<file path="src/rtl/logic_ops_pkg.sv">
// Shared opcode and FSM encodings for the bit-serial reduction controller,
// plus the helpers that define accumulator seeding and final result shaping.
package logic_ops_pkg;

    localparam logic [1:0] OP_OR  = 2'b00;
    localparam logic [1:0] OP_AND = 2'b01;
    localparam logic [1:0] OP_XOR = 2'b10;
    localparam logic [1:0] OP_NOR = 2'b11;

    typedef enum logic [1:0] {
        S_IDLE = 2'b00,
        S_RUN  = 2'b01,
        S_DONE = 2'b10
    } state_t;

    // AND reduces from an all-ones identity, every other opcode from zero.
    function automatic logic acc_init(input logic [1:0] op);
        logic v;
        if (op == OP_AND) begin
            v = 1'b1;
        end else begin
            v = 1'b0;
        end
        return v;
    endfunction

    // NOR runs as OR through the gate; the inversion is applied only here.
    function automatic logic finalize(input logic [1:0] op, input logic acc);
        logic v;
        if (op == OP_NOR) begin
            v = ~acc;
        end else begin
            v = acc;
        end
        return v;
    endfunction

endpackage

</file>
<file path="src/rtl/logic_unit.sv">
// Single shared 1-bit gate. NOR is evaluated as OR; the caller inverts the
// final accumulated value.
module logic_unit
    import logic_ops_pkg::*;
(
    input  logic       a,
    input  logic       b,
    input  logic [1:0] op,
    output logic       y
);

    // Opcode-selected two-input gate.
    always_comb begin
        y = 1'b0;
        case (op)
            OP_OR:   y = a | b;
            OP_AND:  y = a & b;
            OP_XOR:  y = a ^ b;
            OP_NOR:  y = a | b;
            default: y = 1'b0;
        endcase
    end

endmodule

</file>
<file path="src/rtl/serial_logic_ctrl.sv">
// Round-robin arbitrated, bit-serial OR/AND/XOR/NOR reduction over a single
// shared 1-bit gate, with registered grant/done/result outputs.
module serial_logic_ctrl
    import logic_ops_pkg::*;
#(
    parameter int WIDTH = 8
) (
    input  logic             clk,
    input  logic             rst_n,
    input  logic             req0,
    input  logic             req1,
    input  logic [1:0]       op0,
    input  logic [1:0]       op1,
    input  logic [WIDTH-1:0] data0,
    input  logic [WIDTH-1:0] data1,
    output logic             gnt0,
    output logic             gnt1,
    output logic             busy,
    output logic             done,
    output logic             result,
    output logic             owner
);

    localparam int CW = $clog2(WIDTH) + 1;
    localparam logic [CW-1:0] LAST_BIT = CW'(WIDTH - 1);

    state_t           state_r;
    state_t           state_next_s;
    logic             ptr_r;
    logic [WIDTH-1:0] shreg_r;
    logic [1:0]       op_r;
    logic             idx_r;
    logic             acc_r;
    logic [CW-1:0]    cnt_r;

    logic             gnt0_r;
    logic             gnt1_r;
    logic             busy_r;
    logic             done_r;
    logic             result_r;
    logic             owner_r;

    logic             accept_s;
    logic             win_s;
    logic             both_s;
    logic             last_bit_s;
    logic             gate_y_s;
    logic [WIDTH-1:0] sel_data_s;
    logic [1:0]       sel_op_s;

    logic_unit u_gate (
        .a  (acc_r),
        .b  (shreg_r[0]),
        .op (op_r),
        .y  (gate_y_s)
    );

    // Next-state logic, arbitration and last-bit detection.
    always_comb begin
        state_next_s = state_r;
        accept_s     = 1'b0;
        win_s        = 1'b0;
        last_bit_s   = 1'b0;
        both_s       = req0 & req1;
        case (state_r)
            S_IDLE: begin
                if (req0 || req1) begin
                    accept_s     = 1'b1;
                    state_next_s = S_RUN;
                    if (both_s) begin
                        win_s = ptr_r;
                    end else if (req1) begin
                        win_s = 1'b1;
                    end else begin
                        win_s = 1'b0;
                    end
                end else begin
                    state_next_s = S_IDLE;
                end
            end
            S_RUN: begin
                if (cnt_r == LAST_BIT) begin
                    last_bit_s   = 1'b1;
                    state_next_s = S_DONE;
                end else begin
                    state_next_s = S_RUN;
                end
            end
            S_DONE: begin
                state_next_s = S_IDLE;
            end
            default: begin
                state_next_s = S_IDLE;
            end
        endcase
    end

    // Winner operand/opcode selection for the accept edge.
    always_comb begin
        sel_data_s = data0;
        sel_op_s   = op0;
        if (win_s) begin
            sel_data_s = data1;
            sel_op_s   = op1;
        end else begin
            sel_data_s = data0;
            sel_op_s   = op0;
        end
    end

    // FSM state register.
    always_ff @(posedge clk or negedge rst_n) begin
        if (!rst_n) begin
            state_r <= S_IDLE;
        end else begin
            state_r <= state_next_s;
        end
    end

    // Priority pointer: moves to the loser only when both requesters collide.
    always_ff @(posedge clk or negedge rst_n) begin
        if (!rst_n) begin
            ptr_r <= 1'b0;
        end else if (accept_s && both_s) begin
            ptr_r <= ~win_s;
        end else begin
            ptr_r <= ptr_r;
        end
    end

    // Operand latch on accept, then one shift/accumulate step per RUN cycle.
    always_ff @(posedge clk or negedge rst_n) begin
        if (!rst_n) begin
            shreg_r <= '0;
            op_r    <= 2'b00;
            idx_r   <= 1'b0;
            acc_r   <= 1'b0;
            cnt_r   <= '0;
        end else if (accept_s) begin
            shreg_r <= sel_data_s;
            op_r    <= sel_op_s;
            idx_r   <= win_s;
            acc_r   <= acc_init(sel_op_s);
            cnt_r   <= '0;
        end else if (state_r == S_RUN) begin
            shreg_r <= {1'b0, shreg_r[WIDTH-1:1]};
            acc_r   <= gate_y_s;
            cnt_r   <= cnt_r + CW'(1);
        end else begin
            shreg_r <= shreg_r;
            acc_r   <= acc_r;
            cnt_r   <= cnt_r;
        end
    end

    // Registered handshake outputs.
    always_ff @(posedge clk or negedge rst_n) begin
        if (!rst_n) begin
            gnt0_r <= 1'b0;
            gnt1_r <= 1'b0;
            busy_r <= 1'b0;
            done_r <= 1'b0;
        end else begin
            gnt0_r <= accept_s & ~win_s;
            gnt1_r <= accept_s & win_s;
            busy_r <= (state_next_s != S_IDLE);
            done_r <= last_bit_s;
        end
    end

    // Result/owner load on the final bit; held until the next completion.
    always_ff @(posedge clk or negedge rst_n) begin
        if (!rst_n) begin
            result_r <= 1'b0;
            owner_r  <= 1'b0;
        end else if (last_bit_s) begin
            result_r <= finalize(op_r, gate_y_s);
            owner_r  <= idx_r;
        end else begin
            result_r <= result_r;
            owner_r  <= owner_r;
        end
    end

    assign gnt0   = gnt0_r;
    assign gnt1   = gnt1_r;
    assign busy   = busy_r;
    assign done   = done_r;
    assign result = result_r;
    assign owner  = owner_r;

endmodule

</file>
<file path="config.mk">
export PLATFORM = sky130hd
export DESIGN_NAME = serial_logic_ctrl
export DESIGN_NICKNAME = d
export VERILOG_FILES = /design/src/rtl/logic_ops_pkg.sv /design/src/rtl/logic_unit.sv /design/src/rtl/serial_logic_ctrl.sv
export SDC_FILE = /design/constraint.sdc
export NUM_CORES = 1
export LEC_CHECK = 0
export ABC_AREA = 1
export BUFFER_PORTS_ARGS = -buffer_cell sky130_fd_sc_hd__buf_2
export CAP_MARGIN = 0
export CELL_PAD_IN_SITES_DETAIL_PLACEMENT = 2
export CELL_PAD_IN_SITES_GLOBAL_PLACEMENT = 2
export CORE_MARGIN = 2
export CORE_UTILIZATION = 30
export CTS_CLUSTER_SIZE = 25
export DETAILED_ROUTE_END_ITERATION = 8
export PLACE_DENSITY_LB_ADDON = 0.1
export SLEW_MARGIN = 10
export SYNTH_ARGS = -nofsm -noshare
export SYNTH_HDL_FRONTEND = slang
export SYNTH_SLANG_ARGS = --single-unit
</file>
<file path="constraint.sdc">
create_clock -name clk -period 1.8 [get_ports clk]
set_clock_uncertainty 0.2 [all_clocks]
set_input_delay 0.18 -clock clk [delete_from_list [all_inputs] [get_ports clk]]
set_output_delay 0.18 -clock clk [all_outputs]
set_load 0.005 [all_outputs]
</file>
**Word-level counts from Yosys, hierarchy flattened**

Index checks and enable logic that the tools add are counted.

- Input bits: 24
- Flip-flop bits (word level): 25
- Logic and storage cells: 57
- Output and inout bits: 6

- Reduce and logical (&&, ||, !) cells: 7
- Equal/unequal tests: 6
- $add $sub $neg: 1
- Bitwise logic cells: 8
- Multiplexer cells: 22

Operator list:

| cell | number |
|---|---|
| 2-to-1 mux 8 bit | 3 |
| 2-to-1 mux 1 bit | 13 |
| 2-to-1 mux 4 bit | 2 |
| == test 2 x 1 -> 1 bit (second input constant) | 3 |
| adder 4 x 1 -> 4 bit (second input constant) | 1 |
| AND 1 bit | 4 |
| == test 2 bit (second input constant) | 2 |
| == test 4 x 3 -> 1 bit (second input constant) | 1 |
| zero test 2 bit | 2 |
| 2-to-1 mux 2 bit | 2 |
| case mux 2 bit (2 select lines) | 1 |
| nonzero test 2 bit | 2 |
| case mux 1 bit (3 select lines) | 1 |
| NOT 1 bit | 2 |
| OR reduction 2 bit | 1 |
| logical AND 1 bit | 1 |
| logical OR 1 bit | 1 |
| OR 1 bit | 1 |
| bitwise XOR 1 bit | 1 |

**Logic depth before layout (Yosys ltp)**

- Depth in word-level cells: 8
- Gate-level depth with buffers: 9
- Depth with buffers taken out: 9

**Cells and area by module**

From an unflattened synthesis, not the netlist that was laid out.

- Cell total of the unflattened synthesis: 160
- Area, all modules: 1300.0 µm²

Modules (own cells, without submodules):

| module | times used | sequential area each (µm²) | area an instance (µm²) | cells an instance |
|---|---|---|---|---|
| serial_logic_ctrl | 1 | 625.6 | 1204.9 | 144 |
| logic_unit | 1 | 0.0 | 95.1 | 16 |

**Least setup slack after synthesis**

No wires, ideal clock.

- Path kind: register to register
- From: register op_r[1]
- To: register result_r, in the netlist result
- Cell stages (with the launch flop): 7
- Arrival: 1.090 ns
- Slack: 0.383 ns
- Path buffers: 0
- Setup time: 0.127 ns
- Data required time: 1.473 ns
- Period minus slack after synthesis: 1.417 ns
- Path through: dfrtp_1 inv_1 ha_1 inv_1 or2_2 a21oi_1 o21ai_0

- Cells in the longest elaborated chain, start to end: 5
- Elaborated cells between the ends (all ways): 8
- Those cells by class: eq/ne: 3; mux: 2; bitwise: 1; reduce/logical: 2

Ends and longest elaborated chain:

| what | RTL line | source |
|---|---|---|
| start: declaration | serial_logic_ctrl.sv:31 | `logic [1:0] op_r;` |
| start signal: assignment | serial_logic_ctrl.sv:141 | `op_r <= sel_op_s;` |
| == test 2 bit or zero test 2 bit (tied branches) | logic_ops_pkg.sv:30, logic_unit.sv:15 |  |
| OR reduction 2 bit (no source line) | -- |  |
| case mux 1 bit (3 select lines) | logic_unit.sv:15 | `case (op)` |
| NOT 1 bit | logic_ops_pkg.sv:31 | `v = ~acc;` |
| 2-to-1 mux 1 bit * | logic_ops_pkg.sv:30 | `if (op == OP_NOR) begin` |
| end signal: assignment | serial_logic_ctrl.sv:177 | `result_r <= finalize(op_r, gate_y_s);` |
| end signal: assignment | serial_logic_ctrl.sv:180 | `result_r <= result_r;` |
| end: declaration | serial_logic_ctrl.sv:40 | `logic result_r;` |

Every way passes the cells marked *; elsewhere a longest branch is shown, timed or not.
A chain may end at the register's enable or synchronous reset.

**Worst setup path in the final report**

- From: register op_r[1]
- To: register acc_r

- Cells in the longest elaborated chain, start to end: 5
- Elaborated cells between the ends (all ways): 8
- Those cells by class: eq/ne: 3; mux: 3; reduce/logical: 2

Ends and longest elaborated chain:

| what | RTL line | source |
|---|---|---|
| == test 2 bit or zero test 2 bit (tied branches) | logic_unit.sv:15 |  |
| OR reduction 2 bit (no source line) | -- |  |
| case mux 1 bit (3 select lines) * | logic_unit.sv:15 |  |
| 2-to-1 mux 1 bit * | serial_logic_ctrl.sv:145 | `end else if (state_r == S_RUN) begin` |
| 2-to-1 mux 1 bit * | serial_logic_ctrl.sv:139 | `end else if (accept_s) begin` |
| end signal: assignment | serial_logic_ctrl.sv:143 | `acc_r <= acc_init(sel_op_s);` |
| end signal: assignment | serial_logic_ctrl.sv:147 | `acc_r <= gate_y_s;` |
| end signal: assignment | serial_logic_ctrl.sv:151 | `acc_r <= acc_r;` |
| end: declaration | serial_logic_ctrl.sv:33 | `logic acc_r;` |

Every way passes the cells marked *; elsewhere a longest branch is shown, timed or not. The select of a mux whose other input is x is not followed.

==> impl_metrics.json <==
{
  "clk_latency_ns": 0.28,
  "grt_setup_unrepaired": "no",
  "max_cap_violations": 0,
  "ys_top_cells_by_area": "dfrtp_1, nand2_1, ha_1",
  "detail_route.wl_per_cell_um": 15.6,
  "nets": 228,
  "routabilityCongestion": 0.729,
  "fin_tns_setup_ns": 0,
  "die_w_um": 68.5,
  "yosysWarnings": 0,
  "htreeDepth": 1,
  "dr_total_vias": 1187,
  "drc": 0,
  "max_freq_mhz": 622,
  "required_ns": 1.77,
  "syn_area_sq_um": 1250,
  "pwr-share-seq_pct": 36.4,
  "grt_max_degree": 25,
  "viasPerCell": 4.81,
  "dr.pass1.iters": 2,
  "io_buffers": 29,
  "final-setup-viol-count": 0,
  "antenna_cells": 0,
  "fill_cells": 477,
  "p_leak_nw": 0.846,
  "slew_headroom_pct": 62.2,
  "period_needed_ns": 1.61,
  "slew_violations": 0,
  "hpwl_mm": 2.91,
  "switching_power_w": 0.00108,
  "drive_above_1_share_pct": 23.9,
  "antenna_found_initial": 0,
  "final_area_sq_um": 1660,
  "dieArea_sq_um": 4690,
  "worst_slew_pin_slew_ns": 0.568,
  "num_io_pins": 30,
  "crit_type": "flip-flop to flip-flop",
  "arrival_ns": 1.58,
  "place_area_sq_um": 1460,
  "seq_area_frac_synth_pct": 48.1,
  "outcome": "finished, final reports clean",
  "critPathCaptureType": "flip-flop",
  "finalWirelength_mm": 3.84,
  "grt_pass1_wl_mm": 6.35,
  "numCtsBuffers": 3,
  "post_cts_resized": 0,
  "fin_util_pct": 41.5,
  "die_y_um": 68.5,
  "syn-num-nets": 180,
  "drt_iter0_markers": 15,
  "grt_overflow": 0,
  "pwr-share-comb_pct": 45.3,
  "hp-class": "input pin to flip-flop",
  "intPower_w": 0.00158,
  "core_area_sq_um": 4000,
  "period_share_pct": 89.4,
  "synth_top_area_share_pct": 48.1,
  "pwr-share-clk_pct": 18.3,
  "clkTransAtPathRegs_ns": 0.09,
  "grt_usage_pct": 18.9,
  "cp_max_fo": 4,
  "clock-sinks": 24,
  "ir_drop_v": 0.000437,
  "cts_buffer_depth": 2,
  "grt_pass1_vias": 1348,
  "antenna_left": 0,
  "initial_core_util_pct": 31.2,
  "p_sw_share_pct": 40.7,
  "yosys.area.top_type": "dfrtp_1",
  "start_kind": "flip-flop",
  "cts_tree": "done",
  "p_per_area_nw_per_um2": 1600,
  "cts-root-buf": "clkbuf_8",
  "syn-mean-instance-area_sq_um": 8.32,
  "ys_ff_latch": 24,
  "ys_types": 23,
  "hold_viol_final": 0,
  "std_cell_rows": 23,
  "syn-instance-count": 150,
  "areaGrowthSynthToFinish_pct": 33.0
}
-- worst paths after layout --
kind / startpoint / end / slack [ns] / cells past startpoint
min in group asynchronous: rst_n / result / 0.22 / 2
min: data1[3] / shreg_r[3] / 0.02 / 5
max: op_r[1] / acc_r / 0.19 / 8
min reg2reg: shreg_r[3] / shreg_r[3] / 0.30 / 2
max in group asynchronous: rst_n / shreg_r[6] / 0.80 / 2
max reg2reg: op_r[1] / acc_r / 0.19 / 8
-- synthesized netlist by cell type --
master,number
xor2_1,1
buf_4,2
clkinv_2,1
nand2_4,2
o21ai_0,11
nand3_1,14
a21oi_1,2
nand2_1,44
nor2_1,12
a31oi_1,4
nand3_4,1
o21ai_1,1
nor2_4,1
nand4_1,2
clkinv_4,1
inv_1,16
o21ai_2,1
dfrtp_1,24
ha_1,6
xnor2_1,1
or2_2,1
o22ai_1,1
nand2_2,1
-- cell families (layout without fill, tap and decap cells) --
group                      count (synthesis)  count (layout)  share of synthesized area, %
and+or+nand+nor                           78              78                          28.6
adders and majority gates                  6               6                          6.01
xor gates and xnor gates                   2               2                          1.40
buffers and inverters                     20              67                          7.11
AOI/OAI and AO/OA                         20              20                          8.82
DFF                                       24              24                          48.1
-- through the flow --
step / power, W / worst slack, ns / cells / hold WS (ns)
after global placement: 0.00208 / 0.189 / 230 / 0.0169
after global routing: 0.00293 / 0.0475 / 247 / 0.0447
after CTS: 0.00269 / 0.112 / 245 / 0.0136
final: 0.00266 / 0.191 / 247 / 0.0183
after detailed placement: 0.00215 / 0.126 / 230 / 0.0142
after floorplan: 0.00173 / 0.383 / 150 / -0.316
-- metal layers --
metal / vias to the layer above / global-route usage, % / part of all wire (%)
li1: 576 / - / -
met1: 589 / 22.6 / 42
met2: 18 / 34.1 / 54
met3: 4 / 2.92 / 2.8
met4: 0 / 6.75 / 1.3
met5: - / 0 / 0
-- flip-flops by register name, indices dropped and copies added, names as in the netlist --
register / cells
acc_r: 1
shreg_r: 8
op_r: 2
done: 1
ptr_r: 1
busy: 1
gnt0: 1
cnt_r: 4
result: 1
gnt1: 1
state_r: 1
owner: 1
idx_r: 1
-- placed cells by master, fill, tap and decap left out, types with 2 or more instances in the layout --
cell type      count
nand2_1           44
a21oi_1            2
inv_1             16
buf_4              5
dfrtp_1           24
nand2_4            2
nand3_1           14
nand4_1            2
nor2_1            12
ha_1               6
dlygate4sd3_1     11
buf_2             29
o21ai_0           11
clkbuf_8           3
a31oi_1            4
-- cell type report --
cell class                      instances  area (sq um)  area share [%]
Clock buffer                            3          41.3            2.49
Clock inverter                          1          30.0            1.81
Inverter                               18          73.8            4.45
Multi-Input combinational cell        106           559            33.7
Sequential cell                        24           601            36.2
Tap cell                               50          62.6            3.77
Timing Repair Buffer                   45           293            17.6
-- what timing repair did --
item,CTS,global route
endpoints found under the setup margin,0,1
endpoints found under the hold margin,29,0
hold buffers,11,0
setup buffers,0,2
-- power by group through the flow --
stage | logic (W) | registers (W) | clock network, W
2_1_floorplan | 0.000801 | 0.000932 | 0
4_1_cts | 0.00121 | 0.000972 | 0.000509
5_1_grt | 0.00141 | 0.00101 | 0.000518
6_report | 0.00120 | 0.000968 | 0.000488
3_5_place_dp | 0.00117 | 0.000983 | 0
3_3_place_gp | 0.00112 | 0.000961 | 0
-- worst max-delay path, stage by stage (launching register included) --
cell and delay, ns:
dfrtp_1 0.44, inv_1 0.09, ha_1 0.16, inv_1 0.06, or2_2 0.29, nand3_1 0.10, nand2_1 0.06, inv_1 0.06
a21oi_1 0.05
(Power assumes the default switching activity.)
